[src/rtl/paddle_pulse_decoder_if.sv]
// rtl/paddle_pulse_decoder_if.sv - paddle decoder signal bundle (core/pin inputs, position outputs)
interface paddle_pulse_decoder_if #(
    parameter int CNT_W = 8
);
    logic             hsync;
    logic             pad_en_n;
    logic             pad_in;
    logic [CNT_W-1:0] pos;
    logic             pos_valid;
    logic             timeout;
    logic             busy;

    modport master (
        output hsync, pad_en_n, pad_in,
        input  pos, pos_valid, timeout, busy
    );

    modport slave (
        input  hsync, pad_en_n, pad_in,
        output pos, pos_valid, timeout, busy
    );
endinterface

[src/rtl/paddle_pulse_decoder.sv]
// rtl/paddle_pulse_decoder.sv - measures paddle pulse width in hsync lines; PADDLE_AVG_EN adds 4-capture averaging
module paddle_pulse_decoder #(
    parameter int CNT_W         = 8,
    parameter int SYNC_STAGES   = 2,
    parameter int TIMEOUT_LINES = 255
) (
    input  logic                   clk_sys,
    input  logic                   reset_n,
    paddle_pulse_decoder_if.slave  bus
);
    typedef enum logic [1:0] {IDLE, COUNT, CAPTURE, DONE} state_t;

    localparam logic [CNT_W-1:0] TO_VAL = CNT_W'(TIMEOUT_LINES);

    state_t                 state, next_state;
    logic [SYNC_STAGES-1:0] sync_q;
    logic                   pad_s;
    logic                   hsync_q;
    logic                   hs_rise;
    logic                   en_q, en_q2;
    logic                   en_rise;
    logic [CNT_W-1:0]       count, count_d;
    logic                   to_flag, to_flag_d;
    logic [CNT_W-1:0]       cap_val;
    logic                   cap_to;
    logic                   cap_stb;

    assign pad_s   = sync_q[SYNC_STAGES-1];
    assign hs_rise = bus.hsync & ~hsync_q;
    assign en_rise = en_q & ~en_q2;

    // Window flops reset high so a release in the middle of a window waits for the next rise.
    always_ff @(posedge clk_sys or negedge reset_n) begin
        if (!reset_n) begin
            sync_q  <= '0;
            hsync_q <= 1'b0;
            en_q    <= 1'b1;
            en_q2   <= 1'b1;
        end else begin
            sync_q  <= {sync_q[SYNC_STAGES-2:0], bus.pad_in};
            hsync_q <= bus.hsync;
            en_q    <= bus.pad_en_n;
            en_q2   <= en_q;
        end
    end

    always_ff @(posedge clk_sys or negedge reset_n) begin
        if (!reset_n) begin
            state   <= IDLE;
            count   <= '0;
            to_flag <= 1'b0;
        end else begin
            state   <= next_state;
            count   <= count_d;
            to_flag <= to_flag_d;
        end
    end

    // Pulse fall wins over a coincident line edge; timeout test precedes increment so count saturates.
    always_comb begin
        next_state = state;
        count_d    = count;
        to_flag_d  = to_flag;
        case (state)
            IDLE: begin
                if (en_rise) begin
                    next_state = COUNT;
                    count_d    = '0;
                    to_flag_d  = 1'b0;
                end
            end
            COUNT: begin
                if (!en_q) begin
                    next_state = IDLE;
                end else if (!pad_s) begin
                    next_state = CAPTURE;
                    to_flag_d  = 1'b0;
                end else if (count == TO_VAL) begin
                    next_state = CAPTURE;
                    to_flag_d  = 1'b1;
                end else if (hs_rise) begin
                    count_d = count + 1'b1;
                end
            end
            CAPTURE: next_state = DONE;
            DONE: begin
                if (!en_q) next_state = IDLE;
            end
            default: next_state = IDLE;
        endcase
    end

    always_ff @(posedge clk_sys or negedge reset_n) begin
        if (!reset_n) begin
            cap_val <= '0;
            cap_to  <= 1'b0;
            cap_stb <= 1'b0;
        end else begin
            cap_stb <= (state == CAPTURE);
            if (state == CAPTURE) begin
                cap_val <= to_flag ? TO_VAL : count;
                cap_to  <= to_flag;
            end
        end
    end

    assign bus.busy = (state == COUNT);

`ifdef PADDLE_AVG_EN
    logic [CNT_W-1:0] hist [4];
    logic [CNT_W+1:0] sum_q;
    logic [CNT_W+1:0] sum_d;
    logic [CNT_W-1:0] pos_q;
    logic             pos_valid_q;
    logic             timeout_q;

    // Running sum: drop the oldest entry, add the newest.
    assign sum_d = sum_q - {2'b00, hist[3]} + {2'b00, cap_val};

    always_ff @(posedge clk_sys or negedge reset_n) begin
        if (!reset_n) begin
            for (int i = 0; i < 4; i++) hist[i] <= '0;
            sum_q       <= '0;
            pos_q       <= '0;
            pos_valid_q <= 1'b0;
            timeout_q   <= 1'b0;
        end else begin
            pos_valid_q <= cap_stb;
            if (cap_stb) begin
                hist[0]   <= cap_val;
                hist[1]   <= hist[0];
                hist[2]   <= hist[1];
                hist[3]   <= hist[2];
                sum_q     <= sum_d;
                pos_q     <= CNT_W'(sum_d >> 2);
                timeout_q <= cap_to;
            end
        end
    end

    assign bus.pos       = pos_q;
    assign bus.pos_valid = pos_valid_q;
    assign bus.timeout   = timeout_q;
`else
    assign bus.pos       = cap_val;
    assign bus.pos_valid = cap_stb;
    assign bus.timeout   = cap_to;
`endif
endmodule
[src/flat_wrapper.sv]
// flat-port wrapper written by rule: the top's interface ports become plain ports
module paddle_pulse_decoder_flat 
#(
    parameter int CNT_W         = 8,
    parameter int SYNC_STAGES   = 2,
    parameter int TIMEOUT_LINES = 255
)
  (clk_sys, reset_n, bus_hsync, bus_pad_en_n, bus_pad_in, bus_pos, bus_pos_valid, bus_timeout, bus_busy);
  paddle_pulse_decoder_if #(.CNT_W(CNT_W)) bus_i ();
  input  logic clk_sys;
  input  logic reset_n;
  input wire logic [$bits(bus_i.hsync)-1:0] bus_hsync;
  input wire logic [$bits(bus_i.pad_en_n)-1:0] bus_pad_en_n;
  input wire logic [$bits(bus_i.pad_in)-1:0] bus_pad_in;
  output wire logic [$bits(bus_i.pos)-1:0] bus_pos;
  output wire logic [$bits(bus_i.pos_valid)-1:0] bus_pos_valid;
  output wire logic [$bits(bus_i.timeout)-1:0] bus_timeout;
  output wire logic [$bits(bus_i.busy)-1:0] bus_busy;
  assign bus_i.hsync = bus_hsync;
  assign bus_i.pad_en_n = bus_pad_en_n;
  assign bus_i.pad_in = bus_pad_in;
  assign bus_pos = bus_i.pos;
  assign bus_pos_valid = bus_i.pos_valid;
  assign bus_timeout = bus_i.timeout;
  assign bus_busy = bus_i.busy;
  paddle_pulse_decoder #(.CNT_W(CNT_W), .SYNC_STAGES(SYNC_STAGES), .TIMEOUT_LINES(TIMEOUT_LINES)) u_core (.clk_sys(clk_sys), .reset_n(reset_n), .bus(bus_i));
endmodule
[config.mk]
export PLATFORM = sky130hd
export DESIGN_NAME = paddle_pulse_decoder_flat
export DESIGN_NICKNAME = d
export VERILOG_FILES = /design/src/rtl/paddle_pulse_decoder_if.sv /design/src/rtl/paddle_pulse_decoder.sv /design/src/flat_wrapper.sv
export SDC_FILE = /design/constraint.sdc
export NUM_CORES = 1
export LEC_CHECK = 0
export BUFFER_PORTS_ARGS = -buffer_cell sky130_fd_sc_hd__buf_2
export CORE_MARGIN = 5
export CORE_UTILIZATION = 59
export CTS_CLUSTER_SIZE = 16
export DETAILED_ROUTE_END_ITERATION = 7
export GPL_TIMING_DRIVEN = 1
export PLACE_DENSITY = 0.81
export SYNTH_ARGS = -nofsm -noshare
export SYNTH_HDL_FRONTEND = slang
export SYNTH_SLANG_ARGS = --single-unit
[constraint.sdc]
create_clock -name clk_sys -period 2.9 [get_ports clk_sys]
set_input_delay 0.145 -clock clk_sys [delete_from_list [all_inputs] [get_ports clk_sys]]
set_output_delay 0.145 -clock clk_sys [all_outputs]
set_load 0.1 [all_outputs]
== Word-level counts from Yosys, hierarchy flattened ==
Index checks and enable logic that the tools add are counted.
Word-level totals
  register bits: 26
  bits in latches: 0
  memory bits (writable): 0
  ROM bits: 0
  output and inout bits: 11
  memories kept: 0
Operators by class
  add/sub/neg operators: 1
  multipliers: 0
  divide/modulo/power cells: 0
  $lt $le $gt $ge: 0
  eq/ne operators: 12
  shift operators: 0
  mux-type cells: 18
  bitwise gates (word level): 4
  reductions and logical operators: 5
Operator list (count)
  2-to-1 mux 8 bit: 6
  case mux 8 bit (2 select lines): 1
  2-to-1 mux 2 bit: 5
  adder 8 x 1 -> 8 bit, second input constant: 1
  == test 8 bit, second input constant: 1
  inequality test 2 x 1 -> 1 bit, second input constant: 4
  case mux 2 bit (4 select lines): 1
  AND reduction 6 bit: 1
  == test 2 bit, second input constant: 2
  2-to-1 mux 1 bit: 4
  inequality test 2 bit, second input constant: 2
  inequality test 4 bit, second input constant: 1
  AND reduction 4 bit: 1
  inequality test 3 bit, second input constant: 1
  AND reduction 3 bit: 1
  bitwise AND 1 bit: 2
  == test 2 x 1 -> 1 bit, second input constant: 1
  logical NOT 2 bit: 1
  inverter 1 bit: 2
  case mux 1 bit (2 select lines): 1
  nonzero test 2 bit: 1

== Logic depth before layout (Yosys ltp) ==
Gate-level depths: netlist of run 1.
  word-level depth: 7
  gate-level depth with buffers: 5
  gate-level depth less buffers: 5

== Worst setup path after synthesis of run 1 ==
Ideal clock, no wire load.
  kind: reg2reg
  from: reg u_core.state[0]
  to: reg u_core.count[0]
  arrival time: 2396 ps
  required time: 2836 ps
  slack: 441 ps
  cell stages (with the launch flop): 5
  buffers on the path: 1
  clock period less this slack: 2459 ps
  path through: dfrtp_1 buf_2 nor2b_1 nor2b_1 mux2_4
On the way
  word-level cells in the longest chain between the ends: 3
  elaborated cells on any way between the ends: 10
  those cells by class: 6 x eq/ne; 1 x mux; 3 x reduce/logical
Ends and longest elaborated chain
  from (decl): RTL line paddle_pulse_decoder.sv:15  | state_t state, next_state;
  from (signal assigned): RTL line paddle_pulse_decoder.sv:53  | state <= next_state;
  == test 2 x 1 -> 1 bit *
  via bus_busy: RTL line flat_wrapper.sv:18  | output wire logic [$bits(bus_i.busy)-1:0] bus_busy;
  inequality test 2 x 1 -> 1 bit (no source line), or another cell as far along
  AND reduction 6 bit (no source line)
  to (signal assigned): RTL line paddle_pulse_decoder.sv:54  | count <= count_d;
  to (decl): RTL line paddle_pulse_decoder.sv:22  | logic [CNT_W-1:0] count, count_d;
The timed path passes the listed nets; every way through them passes the cells marked *.
A chain may end at the register's enable or synchronous reset.

== Final worst setup path of run 1 ==
  from: reg u_core.state[0]
  to: out bus_busy
On the way
  word-level cells in the longest chain between the ends: 1
Ends and longest elaborated chain
  == test 2 x 1 -> 1 bit: RTL line paddle_pulse_decoder.sv:107  | assign bus.busy = (state == COUNT);
  to (decl): RTL line flat_wrapper.sv:18
Every way passes these cells.

==> impl_metrics.ini, run 1 <==
[setup_path]
crit_chain = nor2b_1, buf_2
worstRegToRegCells = 5
cp_max_fo = 14
cp.arrival_ns = 1.75
cp-end-kind = output port
r2r-end = u_core.count[7]$_DFFE_PN0P_
slowest_delay_ns = 0.62
critPathRequiredTime_ns = 2.76
cp_slowest_cell = dfrtp_1
rrSetupSlack_ns = 1.17
r2r-start = u_core.count[0]$_DFFE_PN0P_
crit_path_start_kind = flip-flop
crit_type = flip-flop to output port

[synth]
mappedNetlistArea_um2 = 1220
synth_area_per_cell_um2 = 10.1
ys_seq_area_share_pct = 53.4
yosysTopAreaCellShare_pct = 49.1
ys_ff_latch = 26
yosysUniqueCellTypes = 36
synth_cells = 121
yosys_warnings = 0
synth.area.top_cells = dfrtp_1, nand2_1, dfstp_2
synth_top_cell_by_area = dfrtp_1
synthesis.nets = 127

[clock_network]
cts.clk_slew.worst_paths_ns = 0.15
clockBufferDepth = 2
cts_made_buffers = 3
cts_tree = done
cts.sinks = 26
cts_root_buffer = clkbuf_4
clkLatencyLatePin_ns = 0.33
htree_num_levels = 1

[route]
routed_wl_mm = 2.39
vias = 966
drt-met1-wl_mm = 1.06
route.top_layer_used = met4
drc = 0
via_per_inst = 5.78
firstDrtPassIters = 4
wl_per_cell_um = 14.3
dr_wl_met2_mm = 1.12
ant_nets = 0
first_iter_violations = 27
wl_met3_um = 167

[global_route]
grt_overflow_total = 0
grt_first_pass_wirelength_mm = 4.30
grt_max_degree = 27
globalRouteTotalUtil_pct = 17.1
grt_pass1_vias = 977
antenna_found_initial = 0

[sta]
period_minus_slack_ns = 1.90
slew_viol_final = 0
skew_ns = 0.0135
setup_viol = 0
whs_ns = 0.323
finalHoldViolations = 0
worst_slew_pin_slew_ns = 0.557
setup_tns_ns = 0
slew_headroom_pct = 62.9
rsz0062_at_grt = false
fin_crit_sh_pct = 65.4
fmax_ghz = 0.527

[run_status]
status = completed

[power_and_ir_drop]
power_w = 0.00145
ir_drop_mv = 0.685
clkPwrFrac_pct = 11.2
cellLeakagePower_nw = 0.635
internal-power_w = 0.000652
p_switching_w = 0.000796
power_per_cell_area_nw_per_um2 = 1050
swShare_pct = 55.0
p_comb_share_pct = 49.8
seq_power_share_pct = 39.1

[floorplanning]
die_h_um = 55.5
start_util_pct = 62.4
rows = 16
core_area_um2 = 1960
die_x_um = 55.5
dieArea_um2 = 3080
io_pins = 16

[finish]
layout-drive-gt1-share_pct = 20.0
final_common_cell = dfrtp_1
final_cell_mix = dfrtp_1, nand2_1, buf_2, nor2_1, o21ai_0
insertedDiodeCount = 0
nets = 147
area_growth_pct = 13.0

[place]
port_buffers = 15
dp_hpwl_mm = 1.73
place_congestion = 0.878

[flow_run]
maxCapViolCount = 0

[hold_path]
hold_path.class = primary input to asynchronous set/reset pin
## per-layer routing
layer	vias to the layer above	track usage, %
li1	466	-
met1	454	21.7
met2	39	28.2
met4	0	7.99
met3	7	3.03
met5	-	0
## power by group through the flow
stage	combinational (W)	clock (W)	sequential (W)
CTS	0.000726	0.000159	0.000564
finish	0.000721	0.000162	0.000566
floorplan	0.000278	0	0.000889
detailed placement	0.000721	0	0.000573
global placement	0.000710	0	0.000564
global route	0.000767	0.000175	0.000587
## how the worst max path moves through the flow
| stage | startpoint | end | slack [ns] |
|---|---|---|---|
| 2_1_floorplan | u_core.state[0]$_DFFE_PN0P_ | u_core.count[0]$_DFFE_PN0P_ | 0.44 |
| 3_3_place_gp | u_core.state[0]$_DFFE_PN0P_ | u_core.count[5]$_DFFE_PN0P_ | 1.25 |
| 3_5_place_dp | u_core.count[0]$_DFFE_PN0P_ | u_core.count[7]$_DFFE_PN0P_ | 1.21 |
| 4_1_cts | u_core.state[0]$_DFFE_PN0P_ | bus_busy | 1.02 |
| 5_1_grt | u_core.state[0]$_DFFE_PN0P_ | bus_busy | 0.95 |
| 6_report | u_core.state[0]$_DFFE_PN0P_ | bus_busy | 1.00 |
## cell usage after synthesis
| cell type | n |
|---|---|
| o22a_1 | 1 |
| a31oi_1 | 1 |
| a21oi_1 | 6 |
| a21oi_2 | 2 |
| o211ai_4 | 1 |
| nand2b_1 | 5 |
| ha_1 | 1 |
| buf_2 | 1 |
| or3_1 | 1 |
| a21boi_1 | 1 |
| o21ai_0 | 9 |
| nand4_1 | 2 |
| nor3_1 | 1 |
| nand4_2 | 1 |
| mux2i_1 | 4 |
| nor2_1 | 11 |
| inv_1 | 3 |
| o31ai_1 | 3 |
| nand4b_1 | 1 |
| nand3_1 | 5 |
| dfrtp_1 | 24 |
| or4_1 | 3 |
| and2b_2 | 1 |
| nor2b_1 | 2 |
| a21boi_0 | 1 |
| nand2_1 | 18 |
| mux2_4 | 1 |
| nand2b_2 | 1 |
| and2b_1 | 1 |
| buf_1 | 1 |
| clkbuf_1 | 2 |
| or4b_1 | 1 |
| a211oi_1 | 1 |
| and3_1 | 1 |
| a2111oi_2 | 1 |
| dfstp_2 | 2 |
## registers in the layout, summed over array words and instances, names as in the netlist, named ones only
name / cells
u_core.en_q2: 1
u_core.sync_q: 2
u_core.bus.pos: 8
u_core.state: 1
u_core.hsync_q: 1
u_core.en_q: 1
u_core.count: 8
u_core.bus.pos_valid: 1
u_core.bus.timeout: 1
u_core.to_flag: 1
## per-stage QoR
stage / worst slack (ns) / instances / instance area (um^2) / util [%]
2_1_floorplan: 0.441 / 121 / 1220 / -
3_3_place_gp: 1.25 / 159 / 1320 / 67.1
3_5_place_dp: 1.21 / 159 / 1320 / 67.1
4_1_cts: 1.02 / 167 / 1380 / 70.5
5_1_grt: 0.947 / 167 / 1380 / 70.5
6_report: 1.00 / 167 / 1380 / 70.5
## critical path: cells and delay by family (launching register included)
kind / cells / cell delay (ns)
DFF: 1 / 0.62
and+or+nand+nor: 1 / 0.32
buffers and inverters: 1 / 0.49
## layout make-up
class,instances,area [um^2]
inverter,3,11.3
fill,167,579
clock buffer,4,26.3
sequential,26,653
timing repair buffer,19,115
multi-input combinational,88,543
tap,27,33.8
## cells by family (layout without fill, tap and decap cells)
group | Yosys count | after routing | synth area share [%]
buf+inv | 7 | 26 | 2.25
simple gates | 55 | 55 | 23.4
fa+ha+maj | 1 | 1 | 1.02
compound gates | 27 | 27 | 15.4
mux | 5 | 5 | 4.50
flops | 26 | 26 | 53.4
## timing repair
item	CTS	global route
hold buffers	4	0
setup buffers	0	0
hold endpoints to repair	27	0
gates resized for setup	0	0
No activity file was read; power rests on OpenSTA's default activity.
==> run 2: changes to the inputs <==
--- a/config.mk
+++ b/config.mk
@@ -7,11 +7,11 @@
 export LEC_CHECK = 0
 export BUFFER_PORTS_ARGS = -buffer_cell sky130_fd_sc_hd__buf_2
 export CORE_MARGIN = 5
-export CORE_UTILIZATION = 59
+export CORE_UTILIZATION = 55
 export CTS_CLUSTER_SIZE = 16
 export DETAILED_ROUTE_END_ITERATION = 7
 export GPL_TIMING_DRIVEN = 1
-export PLACE_DENSITY = 0.81
+export PLACE_DENSITY = 0.77
 export SYNTH_ARGS = -nofsm -noshare
 export SYNTH_HDL_FRONTEND = slang
 export SYNTH_SLANG_ARGS = --single-unit
==> constraint.sdc (replaced) <==
create_clock -name clk_sys -period 1.95 [get_ports clk_sys]
set_input_delay 0.0975 -clock clk_sys [delete_from_list [all_inputs] [get_ports clk_sys]]
set_output_delay 0.0975 -clock clk_sys [all_outputs]
set_load 0.1 [all_outputs]
==> run 2 against run 1 <==
  * Combinational power is 51% higher
  * Die area is 6.0% higher
  * Global-route usage is 1.6 points lower
  * Via count is 2.4% lower
  * Non-clock buffer count is 1 higher
  * Hold slack worse by 0.043 ns
  * Final cell count is 1.2% higher
  * Critical path depth is 3 higher
  * Clock skew is 0.011 ns lower
  * Total power is 52% higher
  * Sequential cell count stayed put
  * Critical path type is now flip-flop to flip-flop
==> impl_metrics.ini, run 2 (same netlist as run 1, synthesis figures left out) <==
[finish]
regArea_um2 = 653
layout-drive-gt1-share_pct = 22.0
multi_input_area_um2 = 546
area_growth_pct = 14.7
n_fill_cell = 199
insertedDiodeCount = 0
final_common_cell = dfrtp_1
nets = 148
final_cell_mix = dfrtp_1, nand2_1, buf_2, nor2_1, o21ai_0

[sta]
slew_viol_final = 0
setup_tns_ns = 0
worst_slew_pin_slew_ns = 0.552
worst_slack_ns = 0.198
setup_viol = 0
finalHoldViolations = 0
fin_crit_sh_pct = 89.8
skew_ns = 0.00262
slew_headroom_pct = 63.2
rsz0062_at_grt = false
fmax_ghz = 0.571
period_minus_slack_ns = 1.75

[clock_network]
htree_num_levels = 1
cts_root_buffer = clkbuf_4
clkLatencyLatePin_ns = 0.32
cts.sinks = 26
clockBufferDepth = 2
cts_made_buffers = 3
cts.clk_slew.worst_paths_ns = 0.14
cts_tree = done
cts_resized = 0

[global_route]
grt_max_degree = 27
grt_pass1_vias = 855
antenna_found_initial = 0
grt_overflow_total = 0
globalRouteTotalUtil_pct = 15.5
grt_first_pass_wirelength_mm = 3.95

[floorplanning]
io_pins = 16
die_h_um = 57.2
dieArea_um2 = 3270
start_util_pct = 56.4
rows = 17
die_x_um = 57.2
core_area_um2 = 2170

[power_and_ir_drop]
internal-power_w = 0.00102
seq_power_share_pct = 37.9
clkPwrFrac_pct = 12.3
p_comb_share_pct = 49.8
cellLeakagePower_nw = 0.647
ir_drop_mv = 0.813
swShare_pct = 53.6
power_per_cell_area_nw_per_um2 = 1560
p_switching_w = 0.00118

[route]
drc = 0
routed_wl_mm = 2.30
firstDrtPassIters = 4
via_per_inst = 5.58
wl_per_cell_um = 13.6
first_iter_violations = 23
vias = 943
ant_nets = 0

[setup_path]
cp_max_fo = 6
rrSetupSlack_ns = 0.20
cp_slowest_cell = dfrtp_1
path_delay_family = compound AO/OA/AOI/OAI gates
cp.arrival_ns = 2.00
r2r-end = u_core.count[7]$_DFFE_PN0P_
cp_num_buf_inv = 0
critPathRequiredTime_ns = 2.20
crit_type = flip-flop to flip-flop
slowest_delay_ns = 0.46
cp-end-kind = flip-flop
critPathLaunch = u_core.count[0]$_DFFE_PN0P_
worstRegToRegCells = 5
r2r-start = u_core.count[0]$_DFFE_PN0P_
crit_path_start_kind = flip-flop
crit_chain = ha_1, nand3_1, o211ai_4, a2111oi_2, mux2i_1

[place]
detailedPlace.worstSlack_ns = 0.257
dp_hpwl_mm = 1.67
port_buffers = 15
place_congestion = 0.896

[flow_run]
maxCapViolCount = 0

[run_status]
status = completed

[hold_path]
hold_path.class = primary input to asynchronous set/reset pin
run 2: changes by cell type in the layout (fill, tap and decap cells not counted), sizes merged:
cell	change
buf	+1
run 2: per-layer routing:
layer,vias to the layer above,wire length [um],global-route usage [%]
met2,25,1140,24.8
met1,447,1000,20.3
li1,469,-,-
met3,2,143,2.94
met5,-,0,0
met4,0,14,7.62
run 2: worst max path at each step:
stage          cells past startpoint                     endpoint  slack [ns]
2_1_floorplan                      4  u_core.count[0]$_DFFE_PN0P_        0.07
3_5_place_dp                       5  u_core.count[7]$_DFFE_PN0P_        0.26
3_3_place_gp                       5  u_core.count[7]$_DFFE_PN0P_        0.33
4_1_cts                            5  u_core.count[7]$_DFFE_PN0P_        0.19
6_report                           5  u_core.count[7]$_DFFE_PN0P_        0.20
5_1_grt                            5  u_core.count[7]$_DFFE_PN0P_        0.06
run 2: final cells by class:
cell class	count	share of cell area, %
flip-flops and latches	26	46.5
multi-input cells	88	38.9
repair buffers	20	8.73
clock buffers	4	2.58
well taps	28	2.50
inverters	3	0.802
run 2: what timing repair did:
action / 4_1_cts / 5_1_grt
hold buffers: 4 / 0
endpoints found under the hold margin: 27 / 0
buffers inserted: 0 / 0
run 2: power by group through the flow:
stage | Sequential (W) | Clock [W] | Combinational (W)
after floorplan | 0.00132 | 0 | 0.000416
after global placement | 0.000833 | 0 | 0.00108
after detailed placement | 0.000844 | 0 | 0.00110
after CTS | 0.000832 | 0.000279 | 0.00110
after global routing | 0.000860 | 0.000310 | 0.00116
final | 0.000832 | 0.000270 | 0.00109
run 2: through the flow:
step / area, um^2 / util [%] / hold WS, ns / power [W] / cells
after floorplan: 1230 / - / -0.198 / 0.00174 / 121
after global placement: 1330 / 61.2 / 0.114 / 0.00192 / 161
after detailed placement: 1330 / 61.2 / 0.120 / 0.00194 / 161
after CTS: 1400 / 64.7 / 0.293 / 0.00221 / 169
after global routing: 1400 / 64.7 / 0.316 / 0.00233 / 169
final: 1400 / 64.7 / 0.280 / 0.00220 / 169
==> run 3: changes to the inputs <==
--- a/config.mk
+++ b/config.mk
@@ -7,11 +7,11 @@
 export LEC_CHECK = 0
 export BUFFER_PORTS_ARGS = -buffer_cell sky130_fd_sc_hd__buf_2
 export CORE_MARGIN = 5
-export CORE_UTILIZATION = 55
+export CORE_UTILIZATION = 50
 export CTS_CLUSTER_SIZE = 16
 export DETAILED_ROUTE_END_ITERATION = 7
 export GPL_TIMING_DRIVEN = 1
-export PLACE_DENSITY = 0.77
+export PLACE_DENSITY = 0.73
 export SYNTH_ARGS = -nofsm -noshare
 export SYNTH_HDL_FRONTEND = slang
 export SYNTH_SLANG_ARGS = --single-unit
==> constraint.sdc (replaced) <==
create_clock -name clk_sys -period 1.5 [get_ports clk_sys]
set_input_delay 0.075 -clock clk_sys [delete_from_list [all_inputs] [get_ports clk_sys]]
set_output_delay 0.075 -clock clk_sys [all_outputs]
set_load 0.1 [all_outputs]
==> run 3 against run 2 <==
  * The run now ends with negative setup slack left
  * Fmax rose by 9.9%
  * Design area rose by 19%
  * Register-to-register slack got worse by 0.29 ns
  * Utilization rose by 4.9 points
  * Wire length rose by 28%
  * Worst setup slack got worse by 0.29 ns
  * Final cell count rose by 13%
  * Non-clock buffer count rose by 20
  * Hold slack got worse by 0.034 ns
  * Largest power group unchanged
==> impl_metrics.ini, run 3 (same netlist as run 1, synthesis figures left out) <==
[finish]
final_common_cell = dfrtp_1
final_cell_area_um2 = 1680
insertedDiodeCount = 0
layout-drive-gt1-share_pct = 39.8
area_growth_pct = 37.0
final_cell_mix = dfrtp_1, buf_4, nand2_1, buf_2, nor2_1
nets = 168
n_fill_cell = 175

[setup_path]
worstRegToRegCells = 5
crit_path_start_kind = flip-flop
critPathRequiredTime_ns = 1.77
cp.arrival_ns = 1.87
crit_type = flip-flop to flip-flop
r2r-start = u_core.count[1]$_DFFE_PN0P_
rrSetupSlack_ns = -0.09
r2r-end = u_core.count[6]$_DFFE_PN0P_
cp-end-kind = flip-flop
cp_max_fo = 4

[sta]
worst_slack_ns = -0.0938
slew_headroom_pct = 61.8
setup_viol = 8
skew_ns = 0.00198
whs_ns = 0.246
slew_viol_final = 0
finalHoldViolations = 0
fmax_ghz = 0.627
fin_crit_sh_pct = 106
worst_slew_pin_slew_ns = 0.573
rsz0062_at_grt = true
period_minus_slack_ns = 1.59

[route]
vias = 1064
routed_wl_mm = 2.94
wl_per_cell_um = 15.4
via_per_inst = 5.57
ant_nets = 0
drc = 0
first_iter_violations = 39
firstDrtPassIters = 4

[global_route]
grt_max_degree = 27
globalRouteTotalUtil_pct = 17.8
grt_first_pass_wirelength_mm = 4.71
grt_overflow_total = 0
grt_pass1_vias = 1083
antenna_found_initial = 0

[place]
place_area_um2 = 1480
port_buffers = 15
dp_hpwl_mm = 1.96
place_congestion = 0.801

[floorplanning]
core_area_um2 = 2410
dieArea_um2 = 3540
rows = 18
io_pins = 16
die_h_um = 59.5
start_util_pct = 50.8
die_x_um = 59.5

[power_and_ir_drop]
cellLeakagePower_nw = 0.766
power_per_cell_area_nw_per_um2 = 2010
p_comb_share_pct = 54.5
clkPwrFrac_pct = 14.6
seq_power_share_pct = 31.0
p_switching_w = 0.00169
ir_drop_mv = 1.42
swShare_pct = 50.1
internal-power_w = 0.00168

[clock_network]
cts.clk_slew.worst_paths_ns = 0.14
clockBufferDepth = 2
clkLatencyLatePin_ns = 0.33
cts.sinks = 26
cts_root_buffer = clkbuf_4
htree_num_levels = 1
cts_tree = done
cts_made_buffers = 3

[flow_run]
maxCapViolCount = 0

[hold_path]
hold_path.class = primary input to asynchronous set/reset pin

[run_status]
status = finished with violations
failed_checks = negative setup slack
## run 3: changes by cell type in the layout (fill, tap and decap cells not counted), moves of 2 or more
cell,change
a21oi_1,-2
a21oi_2,+2
buf_4,+18
buf_6,+2
nand3_1,-3
nand3_2,+3
o31ai_1,-2
o31ai_2,+2
or4_1,-2
or4_4,+2
## run 3: worst max-delay path: stages (launching register included)
cell	delay, ns
dfrtp_1	0.45
ha_4	0.19
and3_4	0.20
nand4b_1	0.13
or4_4	0.44
a21oi_2	0.13
## run 3: per-stage QoR
stage / TNS (ns) / utilization, % / instances / setup slack, ns / power (W)
2_1_floorplan: 0 / - / 121 / 0.0000288 / 0.00230
3_3_place_gp: -0.0222 / 61.5 / 178 / -0.0159 / 0.00272
3_5_place_dp: -0.0794 / 61.5 / 178 / -0.0392 / 0.00277
4_1_cts: -0.190 / 67.8 / 190 / -0.0529 / 0.00334
5_1_grt: -1.18 / 69.6 / 191 / -0.196 / 0.00353
6_report: -0.308 / 69.6 / 191 / -0.0938 / 0.00337
## run 3: power by group through the flow
| stage | sequential (W) | clock (W) | combinational [W] |
|---|---|---|---|
| floorplan | 0.00173 | 0 | 0.000571 |
| global placement | 0.00103 | 0 | 0.00170 |
| detailed placement | 0.00104 | 0 | 0.00173 |
| CTS | 0.00104 | 0.000493 | 0.00180 |
| global route | 0.00107 | 0.000526 | 0.00194 |
| finish | 0.00104 | 0.000491 | 0.00184 |
## run 3: worst max-delay path by stage
stage / endpoint / startpoint
CTS: u_core.count[5]$_DFFE_PN0P_ / u_core.count[0]$_DFFE_PN0P_
detailed placement: u_core.count[7]$_DFFE_PN0P_ / u_core.en_q$_DFF_PN1_
global placement: u_core.count[7]$_DFFE_PN0P_ / u_core.en_q$_DFF_PN1_
finish: u_core.count[6]$_DFFE_PN0P_ / u_core.count[1]$_DFFE_PN0P_
global route: u_core.count[6]$_DFFE_PN0P_ / u_core.count[1]$_DFFE_PN0P_
floorplan: u_core.count[5]$_DFFE_PN0P_ / u_core.en_q$_DFF_PN1_
## run 3: layer usage
layer | share of wire (%) | up-vias | GRT usage (%)
met4 | 3.7 | 0 | 10.7
li1 | - | 507 | -
met2 | 49 | 34 | 29.0
met3 | 6.0 | 11 | 3.92
met1 | 41 | 512 | 21.4
met5 | 0 | - | 0
## run 3: what timing repair did
| item | CTS | global route |
|---|---|---|
| hold buffers | 4 | 0 |
| pin swaps | 5 | 4 |
| endpoints found under the hold margin | 27 | 0 |
| setup endpoints to repair | 6 | 10 |
| gates resized for setup | 6 | 8 |
| setup buffers | 4 | 1 |
## run 3: cell type report
type,instances,area (um^2),area share (%)
Multi-Input combinational cell,88,627,37.4
Timing Repair Buffer,40,295,17.6
Clock buffer,3,22.5,1.34
Sequential cell,26,653,39.0
Tap cell,30,37.5,2.24
Inverter,3,11.3,0.672
Clock inverter,1,30.0,1.79
